[src/rtl/toaster_ctrl.sv]
// Toaster sequencer: IDLE -> WARMUP -> TOAST -> COOL_DOWN -> IDLE, each phase timed by a shared down-counter.
// All outputs are registered; heater/fan decode the next state so they switch on the same edge as ooState.
module toaster_ctrl #(
  parameter int WARMUP_CYCLES     = 4,
  parameter int TOAST_UNIT_CYCLES = 8,
  parameter int COOL_CYCLES       = 6,
  parameter int CNT_W             = 8
) (
  input  logic             iiClk,
  input  logic             iiRstN,
  input  logic [1:0]       iiCmd,
  input  logic [1:0]       iiLevel,
  output logic [1:0]       ooState,
  output logic             ooHeater,
  output logic             ooFan,
  output logic [CNT_W-1:0] ooRemain,
  output logic             ooDone
);

  typedef enum logic [1:0] {
    ST_IDLE   = 2'b00,
    ST_WARMUP = 2'b01,
    ST_TOAST  = 2'b10,
    ST_COOL   = 2'b11
  } state_t;

  localparam logic [1:0] CMD_START  = 2'b01;
  localparam logic [1:0] CMD_ABORT  = 2'b10;
  localparam logic [1:0] CMD_EXTEND = 2'b11;

  localparam logic [CNT_W-1:0] ONE       = CNT_W'(1);
  localparam logic [CNT_W-1:0] CNT_MAX   = '1;
  localparam logic [CNT_W-1:0] WARM_LOAD = CNT_W'(WARMUP_CYCLES - 1);
  localparam logic [CNT_W-1:0] UNIT      = CNT_W'(TOAST_UNIT_CYCLES);
  localparam logic [CNT_W-1:0] UNIT_LOAD = CNT_W'(TOAST_UNIT_CYCLES - 1);
  localparam logic [CNT_W-1:0] COOL_LOAD = CNT_W'(COOL_CYCLES - 1);

  state_t           state_q, state_d;
  logic [CNT_W-1:0] cnt_q, cnt_d;
  logic [1:0]       level_q, level_d;
  logic             heater_q, heater_d;
  logic             fan_q, fan_d;
  logic             done_q, done_d;

  logic [CNT_W-1:0] cnt_dec;
  logic [CNT_W-1:0] toast_load;
  logic [CNT_W:0]   ext_sum;
  logic [CNT_W-1:0] ext_val;

  assign cnt_dec    = cnt_q - ONE;
  assign toast_load = (CNT_W'(level_q) + ONE) * UNIT - ONE;
  // One extra bit catches the carry so EXTEND saturates instead of wrapping.
  assign ext_sum    = {1'b0, cnt_q} + {1'b0, UNIT} - (CNT_W+1)'(1);
  assign ext_val    = ext_sum[CNT_W] ? CNT_MAX : ext_sum[CNT_W-1:0];

  always_comb begin
    state_d = state_q;
    cnt_d   = cnt_dec;
    level_d = level_q;
    done_d  = 1'b0;
    case (state_q)
      ST_IDLE: begin
        cnt_d = '0;
        if (iiCmd == CMD_START) begin
          state_d = ST_WARMUP;
          cnt_d   = WARM_LOAD;
          level_d = iiLevel;
        end
      end
      ST_WARMUP: begin
        if (iiCmd == CMD_ABORT) begin
          state_d = ST_COOL;
          cnt_d   = COOL_LOAD;
        end else if (cnt_q == '0) begin
          state_d = ST_TOAST;
          cnt_d   = toast_load;
        end
      end
      ST_TOAST: begin
        if (iiCmd == CMD_ABORT) begin
          state_d = ST_COOL;
          cnt_d   = COOL_LOAD;
        end else if (iiCmd == CMD_EXTEND) begin
          cnt_d = (cnt_q == '0) ? UNIT_LOAD : ext_val;
        end else if (cnt_q == '0) begin
          state_d = ST_COOL;
          cnt_d   = COOL_LOAD;
        end
      end
      ST_COOL: begin
        if (cnt_q == '0) begin
          state_d = ST_IDLE;
          cnt_d   = '0;
          done_d  = 1'b1;
        end
      end
      default: begin
        state_d = ST_IDLE;
        cnt_d   = '0;
      end
    endcase
    heater_d = (state_d == ST_WARMUP) || (state_d == ST_TOAST);
    fan_d    = (state_d == ST_COOL);
  end

  always_ff @(posedge iiClk) begin
    if (!iiRstN) begin
      state_q  <= ST_IDLE;
      cnt_q    <= '0;
      level_q  <= 2'b00;
      heater_q <= 1'b0;
      fan_q    <= 1'b0;
      done_q   <= 1'b0;
    end else begin
      state_q  <= state_d;
      cnt_q    <= cnt_d;
      level_q  <= level_d;
      heater_q <= heater_d;
      fan_q    <= fan_d;
      done_q   <= done_d;
    end
  end

  assign ooState  = state_q;
  assign ooHeater = heater_q;
  assign ooFan    = fan_q;
  assign ooRemain = cnt_q;
  assign ooDone   = done_q;

endmodule

[config.mk]
export PLATFORM = sky130hd
export DESIGN_NAME = toaster_ctrl
export DESIGN_NICKNAME = d
export VERILOG_FILES = /design/src/rtl/toaster_ctrl.sv
export SDC_FILE = /design/constraint.sdc
export NUM_CORES = 1
export LEC_CHECK = 0
export BUFFER_PORTS_ARGS = -buffer_cell sky130_fd_sc_hd__buf_2
export CORE_ASPECT_RATIO = 1.25
export CORE_MARGIN = 1.5
export CORE_UTILIZATION = 37
export CTS_CLUSTER_DIAMETER = 150
export DETAILED_ROUTE_END_ITERATION = 8
export PLACE_DENSITY = 0.67
export SYNTH_ARGS = -nofsm -noshare
export SYNTH_HDL_FRONTEND = slang
export SYNTH_SLANG_ARGS = --single-unit
[constraint.sdc]
create_clock -name iiClk -period 3.3 [get_ports iiClk]
set_clock_uncertainty 0.15 [all_clocks]
set_input_delay 0.495 -clock iiClk [delete_from_list [all_inputs] [get_ports iiClk]]
set_output_delay 0.495 -clock iiClk [all_outputs]
set_load 0.01 [all_outputs]
==> summary.md, run 1 <==
| Metric | Value |
|---|---|
| Relative slew slack | `56.4%` |
| DR vias | `1232` |
| Top cell type's share of synthesized area | `23.8%` |
| # port buffers | `18` |
| Slew @ Worst Pin | `0.649 ns` |
| Clock-pin slew on the worst setup and hold paths | `0.07 ns` |
| Post-CTS sizing | `0` |
| CP max FO | `8` |
| Total gr overflow | `0` |
| Met1 GRT Util | `20.5%` |
| Max clock buf depth | `2` |
| # H-tree levels | `1` |
| R2r setup slk | `0.76 ns` |
| Final Instance Area | `1380 um2` |
| Total routed wirelength | `3100 um` |
| Post-route ant nets | `0` |
| Max cap viols | `0` |
| Run status | `complete, no violations` |
| CP arrival | `2.52 ns` |
| Sequential share of the synthesized area | `23.8%` |
| Vias in the first global route | `1171` |
| Postcts setup bufs | `0` |
| Critical path type | `flip-flop to flip-flop` |
| Unique masters post-synth | `54` |
| Die Span X | `55.3 um` |
| Multi-input gate area | `872 um2` |
| Nets | `183` |
| RSZ-0062 raised after global routing | `no` |
| CP required | `3.28 ns` |
| Ports | `19` |
| Max frequency | `394 MHz` |
| Gpl congestion | `0.897` |
| Drt drc | `0` |
| Worst-Skew Late Latency | `0.25 ns` |
| Setup violators final | `0` |
| Worst IR Drop VDD | `0.343 mV` |
| Initial antenna violation count | `0` |
| Fraction of layout cells with a size suffix above 1 | `18.3%` |
| Mapped Area | `1260 um2` |
| Number of diodes | `0` |
| DR vias/cell | `5.98` |
| M2 GR Usage | `31.3%` |
| Chip height | `68.3 um` |
| Largest net degree at the start of global routing | `20` |
| Area Overhead vs Synth | `9.51%` |
| Async set-reset flop share out of synthesis | `0%` |
| Dpl cell area | `1340 um2` |
| Fin crit share | `77.0%` |
| Worst hold slack | `0.333 ns` |
| Dominant cell type by area after synthesis | `dfxtp_1` |
| Leakage power | `0.000579 uW` |
| Final Critical Period | `2.54 ns` |
| Row count | `23` |
| Fin. Hold Viols | `0` |
| CP Capture Type | `flip-flop` |
| PD cells | `680 nW/um2` |
| # fillers | `336` |
| Seq cells post-synth | `15` |
| Reg area | `300 um2` |
| TritonRoute pass-1 iters | `4` |
| Synth Flop Type | `dfxtp_1` |
| Layout Utilization | `42.9%` |
| Effective utilization at floorplan | `39.2%` |
| Startpoint types | `flip-flop` |
| DR WL/cell | `15.1 um` |
| Fin cells | `206` |
| M3 GR Usage | `2.84%` |
| Largest cells by area after synthesis | `dfxtp_1 (24%), ha_1 (6.9%), a21oi_1 (4.8%)` |
| CTS Buf Count | `3` |
| TritonCTS clock tree | `yes` |
| Hold_buf cts | `0` |
| Hold Path Class | `primary input to flip-flop` |
| GR peak layer | `met2` |
| Pins over their slew limit | `0` |
| Core area | `3220 um2` |
| Syn Area/Cell | `7.95 um2` |
| Post-synth net total | `172` |
| Die outline area | `3780 um2` |
| Cell total after placement | `202` |
| DRT iter0 DRCs | `83` |
| Post-synth EDFFs | `0` |
| Mapped Cells | `159` |
| First-pass GRT wire length | `5310 um` |
| Setup tns final | `0 ns` |
| GRT Total Usage | `17.6%` |
| DPL Wire Length | `2350 um` |
| Syn. warnings | `0` |
| Root buffer cell | `clkbuf_8` |
| Clk sinks | `15` |
stage by stage:
| step | setup slack [ns] | power, uW |
|---|---|---|
| after CTS | 0.779 | 939 |
| after floorplan | 0.942 | 699 |
| after global placement | 0.934 | 776 |
| after global routing | 0.495 | 1020 |
| after detailed placement | 0.795 | 788 |
| final | 0.761 | 941 |
state kept, by name, summed over array words and instances, names as in the netlist:
register  count
ooState       2
ooDone        1
ooFan         1
level_q       2
ooRemain      8
ooHeater      1
final cells by class:
cell class                      count  share of cell area, %
Timing Repair Buffer               18                   6.51
Sequential cell                    15                   21.7
Multi-Input combinational cell    124                   63.0
Clock buffer                        4                   3.25
Inverter                            8                   2.17
Tap cell                           37                   3.35
metal layers:
metal	vias to the layer above	wire length (um)
met4	0	81
met3	10	156
met2	41	1540
li1	607	-
met1	574	1330
met5	-	0
final timing paths:
kind | to | cells past startpoint | from
setup / recovery | ooHeater | 8 | ooRemain[0]
hold / removal | level_q[1] | 3 | iiLevel[1]
setup reg to reg | ooHeater | 8 | ooRemain[0]
hold reg to reg | level_q[1] | 2 | level_q[1]
synth_stat cells, drive strengths merged (2+ instances only):
master  count
a21oi      13
a31oi       6
and2        4
buf         3
clkbuf      9
dfxtp      15
ha          7
inv         8
mux2i       3
nand2      10
nand2b      6
nand3       4
nand4       2
nor2       14
nor3       10
nor4        2
nor4b       2
o21ai       8
o31ai       2
or3         2
xnor2       2
xor2        2
worst max-delay path, stage by stage (launching register included):
cell and delay, ns:
dfxtp_1 0.39, inv_1 0.12, ha_1 0.25, or4b_4 0.56
o31ai_1 0.29, a211oi_1 0.13, a21oi_2 0.16, ha_1 0.23
and2_1 0.16
cells by family after synthesis:
logic type / after synthesis / synth area share [%]
buffers and inverters: 20 / 7.23
adders and majority gates: 7 / 6.93
DFF: 15 / 23.8
AOI/OAI and AO/OA: 45 / 25.5
muxes: 3 / 2.38
xor gates and xnor gates: 4 / 2.77
and+or+nand+nor: 65 / 31.4
report_power, final:
part           total [uW]  internal (uW)  switching (uW)
registers             271            210            61.7
logic                 522            221             301
clock network         148           85.4            63.1
total                 941            516             425
cell usage in the layout (no fill, tap or decap), drive strengths merged, types with 2 or more instances in the layout:
cell type / Yosys / final
nor3: 10 / 10
and2: 4 / 4
o31ai: 2 / 2
or3: 2 / 2
buf: 3 / 18
mux2i: 3 / 3
nand3: 4 / 4
inv: 8 / 8
a21oi: 13 / 13
nor2: 14 / 14
nand4: 2 / 2
clkbuf: 9 / 4
nor4b: 2 / 2
dfxtp: 15 / 15
xor2: 2 / 2
nor4: 2 / 2
ha: 7 / 7
nand2: 10 / 10
a31oi: 6 / 6
nand2b: 6 / 6
xnor2: 2 / 2
o21ai: 8 / 8
No activity file was read; power rests on OpenSTA's default activity.
==> run 2: changes to the inputs <==
==> constraint.sdc (replaced) <==
create_clock -name iiClk -period 2.45 [get_ports iiClk]
set_clock_uncertainty 0.15 [all_clocks]
set_input_delay 0.3675 -clock iiClk [delete_from_list [all_inputs] [get_ports iiClk]]
set_output_delay 0.3675 -clock iiClk [all_outputs]
set_load 0.01 [all_outputs]
==> summary.md, run 2 (synthesis gave the netlist of run 1 again) <==
| Metric | Value |
|---|---|
| Run status | `complete, no violations` |
| Reg-to-reg startpoint | `ooRemain[1]` |
| Relative slew slack | `61.7%` |
| Drt drc | `0` |
| DR vias/cell | `5.85` |
| CTS Buf Count | `3` |
| DRT iter0 DRCs | `46` |
| Post-route ant nets | `0` |
| Core area | `3220 um2` |
| Fraction of layout cells with a size suffix above 1 | `26.1%` |
| TritonRoute pass-1 iters | `4` |
| PD cells | `945 nW/um2` |
| Die Span X | `55.3 um` |
| Clock-pin slew on the worst setup and hold paths | `0.06 ns` |
| Critical Path Start | `ooRemain[1]` |
| TritonCTS clock tree | `yes` |
| # port buffers | `18` |
| WHS Path Cells | `3` |
| Leakage power | `0.000655 uW` |
| Setup violators final | `0` |
| Max frequency | `436 MHz` |
| R2R depth | `8` |
| Gpl congestion | `0.859` |
| Critical path type | `flip-flop to flip-flop` |
| Ports | `19` |
| Fin. Hold Viols | `0` |
| # fillers | `335` |
| GRT Total Usage | `19.3%` |
| Number of diodes | `0` |
| RSZ-0062 raised after global routing | `no` |
| DR vias | `1292` |
| CP Capture Type | `flip-flop` |
| CP arrival | `2.29 ns` |
| Nets | `198` |
| Most common cell after layout, fill and taps aside | `buf_2` |
| Max cap viols | `0` |
| Clk sinks | `15` |
| Startpoint types | `flip-flop` |
| Vias in the first global route | `1206` |
| DPL Wire Length | `2520 um` |
| Die outline area | `3780 um2` |
| Worst setup endpoint | `ooHeater` |
| Root buffer cell | `clkbuf_8` |
| # H-tree levels | `1` |
| Setup tns final | `0 ns` |
| Hold Path Class | `primary input to flip-flop` |
| Largest net degree at the start of global routing | `17` |
| DR WL/cell | `15.2 um` |
| Commonest cells after routing, fill and taps aside | `buf_2 (18), buf_4 (15), dfxtp_1 (14)` |
| Pre-CTS setup slack | `0.129 ns` |
| Chip height | `68.3 um` |
| Area Overhead vs Synth | `18.9%` |
| Final Critical Period | `2.29 ns` |
| Worst-Skew Late Latency | `0.26 ns` |
| First-pass GRT wire length | `5650 um` |
| Pins over their slew limit | `0` |
| Initial antenna violation count | `0` |
| CP required | `2.45 ns` |
| Setup slack after layout | `0.159 ns` |
| End of the worst register-to-register path | `ooHeater` |
| Worst IR Drop VDD | `0.527 mV` |
| Total gr overflow | `0` |
| Max clock buf depth | `2` |
| Max reg flops | `8` |
| CP max FO | `9` |
| Fin crit share | `93.5%` |
| R2r setup slk | `0.16 ns` |
| Slew @ Worst Pin | `0.574 ns` |
| Effective utilization at floorplan | `39.2%` |
| Total routed wirelength | `3360 um` |
| Row count | `23` |
run 2: final cells by class:
type,count,area [um2],area share [%]
tap,37,46.3,3.08
inverter,8,30.0,2.00
clock buffer,4,45.0,3.00
sequential,15,302,20.1
multi-input combinational,124,877,58.4
timing repair buffer,33,203,13.5
run 2: power by group:
part           total [uW]  switching (uW)  internal [uW]  leakage, uW
Clock                 206            90.7            116    0.0000228
Combinational         872             475            397     0.000509
Sequential            341            57.9            283     0.000123
Total                1420             623            796     0.000655
run 2: worst min-delay path by stage:
stage	start	endpoint	slack, ns
finish	iiLevel[1]	level_q[1]	0.19
global route	iiLevel[1]	level_q[1]	0.22
CTS	iiLevel[1]	level_q[1]	0.19
detailed placement	level_q[1]	level_q[1]	0.40
global placement	level_q[1]	level_q[1]	0.39
floorplan	level_q[1]	level_q[1]	0.36
run 2: critical path: stages (launching register included):
cell	delay, ns
dfxtp_2	0.35
inv_1	0.08
ha_1	0.16
or4b_4	0.51
buf_4	0.18
nor2_8	0.17
a31oi_1	0.13
ha_1	0.31
and2_1	0.15
run 2: timing repair:
action / in CTS / in global routing
hold buffers: 0 / 0
setup buffers: 0 / 2
setup endpoints to repair: 0 / 1
gates resized for setup: 0 / 3
run 2: per-layer routing:
metal | global-route usage [%] | part of all wire [%] | vias to the layer above
met1 | 22.1 | 43 | 600
li1 | - | - | 631
met3 | 2.46 | 6.4 | 11
met4 | 11.3 | 3.5 | 0
met2 | 34.7 | 47 | 50
met5 | 0 | 0 | -
run 2: per-stage QoR:
| step | instance area, um2 | util (%) | total power, uW | hold slack [ns] | instances |
|---|---|---|---|---|---|
| 2_1_floorplan | 1260 | - | 941 | 0.364 | 159 |
| 5_1_grt | 1500 | 46.6 | 1520 | 0.219 | 221 |
| 3_5_place_dp | 1440 | 44.6 | 1160 | 0.404 | 215 |
| 3_3_place_gp | 1440 | 44.6 | 1150 | 0.388 | 215 |
| 6_report | 1500 | 46.6 | 1420 | 0.188 | 221 |
| 4_1_cts | 1480 | 46.0 | 1380 | 0.190 | 219 |
==> run 3: changes to the inputs <==
--- a/config.mk
+++ b/config.mk
@@ -5,6 +5,7 @@
 export SDC_FILE = /design/constraint.sdc
 export NUM_CORES = 1
 export LEC_CHECK = 0
+export ABC_AREA = 1
 export BUFFER_PORTS_ARGS = -buffer_cell sky130_fd_sc_hd__buf_2
 export CORE_ASPECT_RATIO = 1.25
 export CORE_MARGIN = 1.5
==> summary.md, run 3 <==
| Metric | Value |
|---|---|
| Top cell type's share of synthesized area | `23.5%` |
| Worst-Skew Late Latency | `0.25 ns` |
| Pwr Total | `1660 uW` |
| DPL Wire Length | `2460 um` |
| Relative slew slack | `77.7%` |
| Met2 WL | `1510 um` |
| Vias in the first global route | `1190` |
| GRT Total Usage | `17.4%` |
| Dominant cell type by area after synthesis | `dfxtp_1` |
| DR vias | `1327` |
| Final Critical Period | `1.86 ns` |
| Die outline area | `3820 um2` |
| CP required | `2.45 ns` |
| Fin crit share | `76.0%` |
| Ports | `19` |
| Drt drc | `0` |
| Seq cells post-synth | `15` |
| Max incr delay on CP | `0.34 ns` |
| DR WL/cell | `11.4 um` |
| Effective utilization at floorplan | `39.3%` |
| Post-synth net total | `222` |
| Startpoint types | `flip-flop` |
| Async set-reset flop share out of synthesis | `0%` |
| # port buffers | `18` |
| Fraction of layout cells with a size suffix above 1 | `19.3%` |
| Core area | `3250 um2` |
| Layout Utilization | `43.8%` |
| Syn. warnings | `0` |
| CP arrival | `1.86 ns` |
| Total gr overflow | `0` |
| Worst path depth | `11` |
| Initial antenna violation count | `0` |
| Post-synth EDFFs | `0` |
| Pins over their slew limit | `0` |
| DRT met1 WL | `1310 um` |
| Critical-path top delay cell | `dfxtp_1` |
| Setup slack after layout | `0.589 ns` |
| Synth Flop Type | `dfxtp_1` |
| Hold_buf cts | `0` |
| Die Span X | `55.6 um` |
| TritonRoute pass-1 iters | `4` |
| Commonest cells after routing, fill and taps aside | `nand2_1 (62), inv_1 (27), nand3_1 (22)` |
| First-pass GRT wire length | `5210 um` |
| CP Capture Type | `flip-flop` |
| Syn Area/Cell | `6.12 um2` |
| WHS Path Cells | `3` |
| Largest net degree at the start of global routing | `12` |
| Leakage power | `0.000758 uW` |
| Setup violators final | `0` |
| Critical path type | `flip-flop to flip-flop` |
| Crit path cell chain | `inv_1, ha_1, nand2_2, nor2_4, nor2_2, inv_2, nand2_1, nand3_1, ha_1, nand2_1, inv_1` |
| Top delay family on crit path | `adder cells` |
| Synth cell count leaders | `nand2_1 (62), inv_1 (27), nand3_1 (22)` |
| Most frequent cell after synthesis | `nand2_1` |
| Min-delay src | `iiLevel[0]` |
| Clk sinks | `15` |
| RSZ-0062 raised after global routing | `no` |
| # H-tree levels | `1` |
| Row count | `23` |
| Hold Path Class | `primary input to flip-flop` |
| Unique masters post-synth | `26` |
| DR vias/cell | `5.01` |
| Nets | `242` |
| TritonCTS clock tree | `yes` |
| PD cells | `1170 nW/um2` |
| WP buf/inv | `3` |
| Post-route ant nets | `0` |
| Most common cell after layout, fill and taps aside | `nand2_1` |
| Mapped Area | `1280 um2` |
| Setup tns final | `0 ns` |
| Worst IR Drop VDD | `0.754 mV` |
| Chip height | `68.7 um` |
| Max frequency | `537 MHz` |
| Post-CTS sizing | `0` |
| Met3 Wirelength | `147 um` |
| CP max FO | `8` |
| Run status | `complete, no violations` |
| WHS Endpoint | `level_q[0]` |
| Gpl congestion | `0.894` |
| Number of diodes | `0` |
| Area Overhead vs Synth | `11.4%` |
| Postcts setup bufs | `0` |
| Max reg flops | `8` |
| Root buffer cell | `clkbuf_8` |
| R2R depth | `11` |
| DRT iter0 DRCs | `28` |
| Slew @ Worst Pin | `0.334 ns` |
| Max cap viols | `0` |
| End of the worst register-to-register path | `ooHeater` |
| Mapped Cells | `209` |
| Largest cells by area after synthesis | `dfxtp_1 (23%), nand2_1 (18%), nand3_1 (8.6%)` |
| Reg-to-reg startpoint | `ooRemain[0]` |
| Total routed wirelength | `3020 um` |
| Fin. Hold Viols | `0` |
| Clock-pin slew on the worst setup and hold paths | `0.06 ns` |
| R2r setup slk | `0.59 ns` |
| CTS Buf Count | `3` |
| Sequential share of the synthesized area | `23.5%` |
| Max clock buf depth | `2` |
| Pre-CTS setup slack | `0.620 ns` |
| Highest metal used | `met4` |
-- run 3: cells by family after synthesis --
logic type	after synthesis	synth area share (%)
AND/OR/NAND/NOR	127	46.8
buffers and inverters	36	12.4
AO/OA/AOI/OAI	22	9.10
flip-flops	15	23.5
adder cells (fa/ha/maj)	7	6.85
XOR/XNOR	2	1.37
-- run 3: final cells by class --
type / instances / area (um2)
Inverter: 33 / 124
Tap cell: 37 / 46.3
Timing Repair Buffer: 18 / 90.1
Sequential cell: 15 / 300
Multi-Input combinational cell: 158 / 820
Fill cell: 355 / 1830
Clock buffer: 4 / 45.0
-- run 3: where the power goes --
part	total [uW]	switching (uW)	internal (uW)
combinational	1080	712	371
sequential	377	75.2	302
clock	202	86.6	115
total	1660	874	788
-- run 3: worst max path at each step --
stage | startpoint | endpoint | slack [ns]
2_1_floorplan | ooRemain[0] | ooHeater | 0.65
3_3_place_gp | ooRemain[0] | ooHeater | 0.65
3_5_place_dp | ooRemain[0] | ooHeater | 0.62
4_1_cts | ooRemain[0] | ooHeater | 0.61
5_1_grt | ooRemain[0] | ooHeater | 0.43
6_report | ooRemain[0] | ooHeater | 0.59
-- run 3: worst min-delay path, delay by kind of cell --
| family | cells | cell delay [ns] |
|---|---|---|
| buffers and inverters | 1 | 0.07 |
| AOI/OAI and AO/OA | 2 | 0.18 |
-- run 3: per-layer routing --
metal  track usage [%]  vias to the layer above
li1                  -                      696
met1              20.6                      588
met2              31.4                       39
met3              2.05                        4
met4              9.15                        0
met5                 0                        -
-- run 3: through the flow --
stage	instance area [um2]	hold slack [ns]	instances
floorplan	1280	0.340	209
global placement	1380	0.375	261
detailed placement	1380	0.379	261
CTS	1430	0.257	265
global route	1430	0.283	265
finish	1430	0.252	265
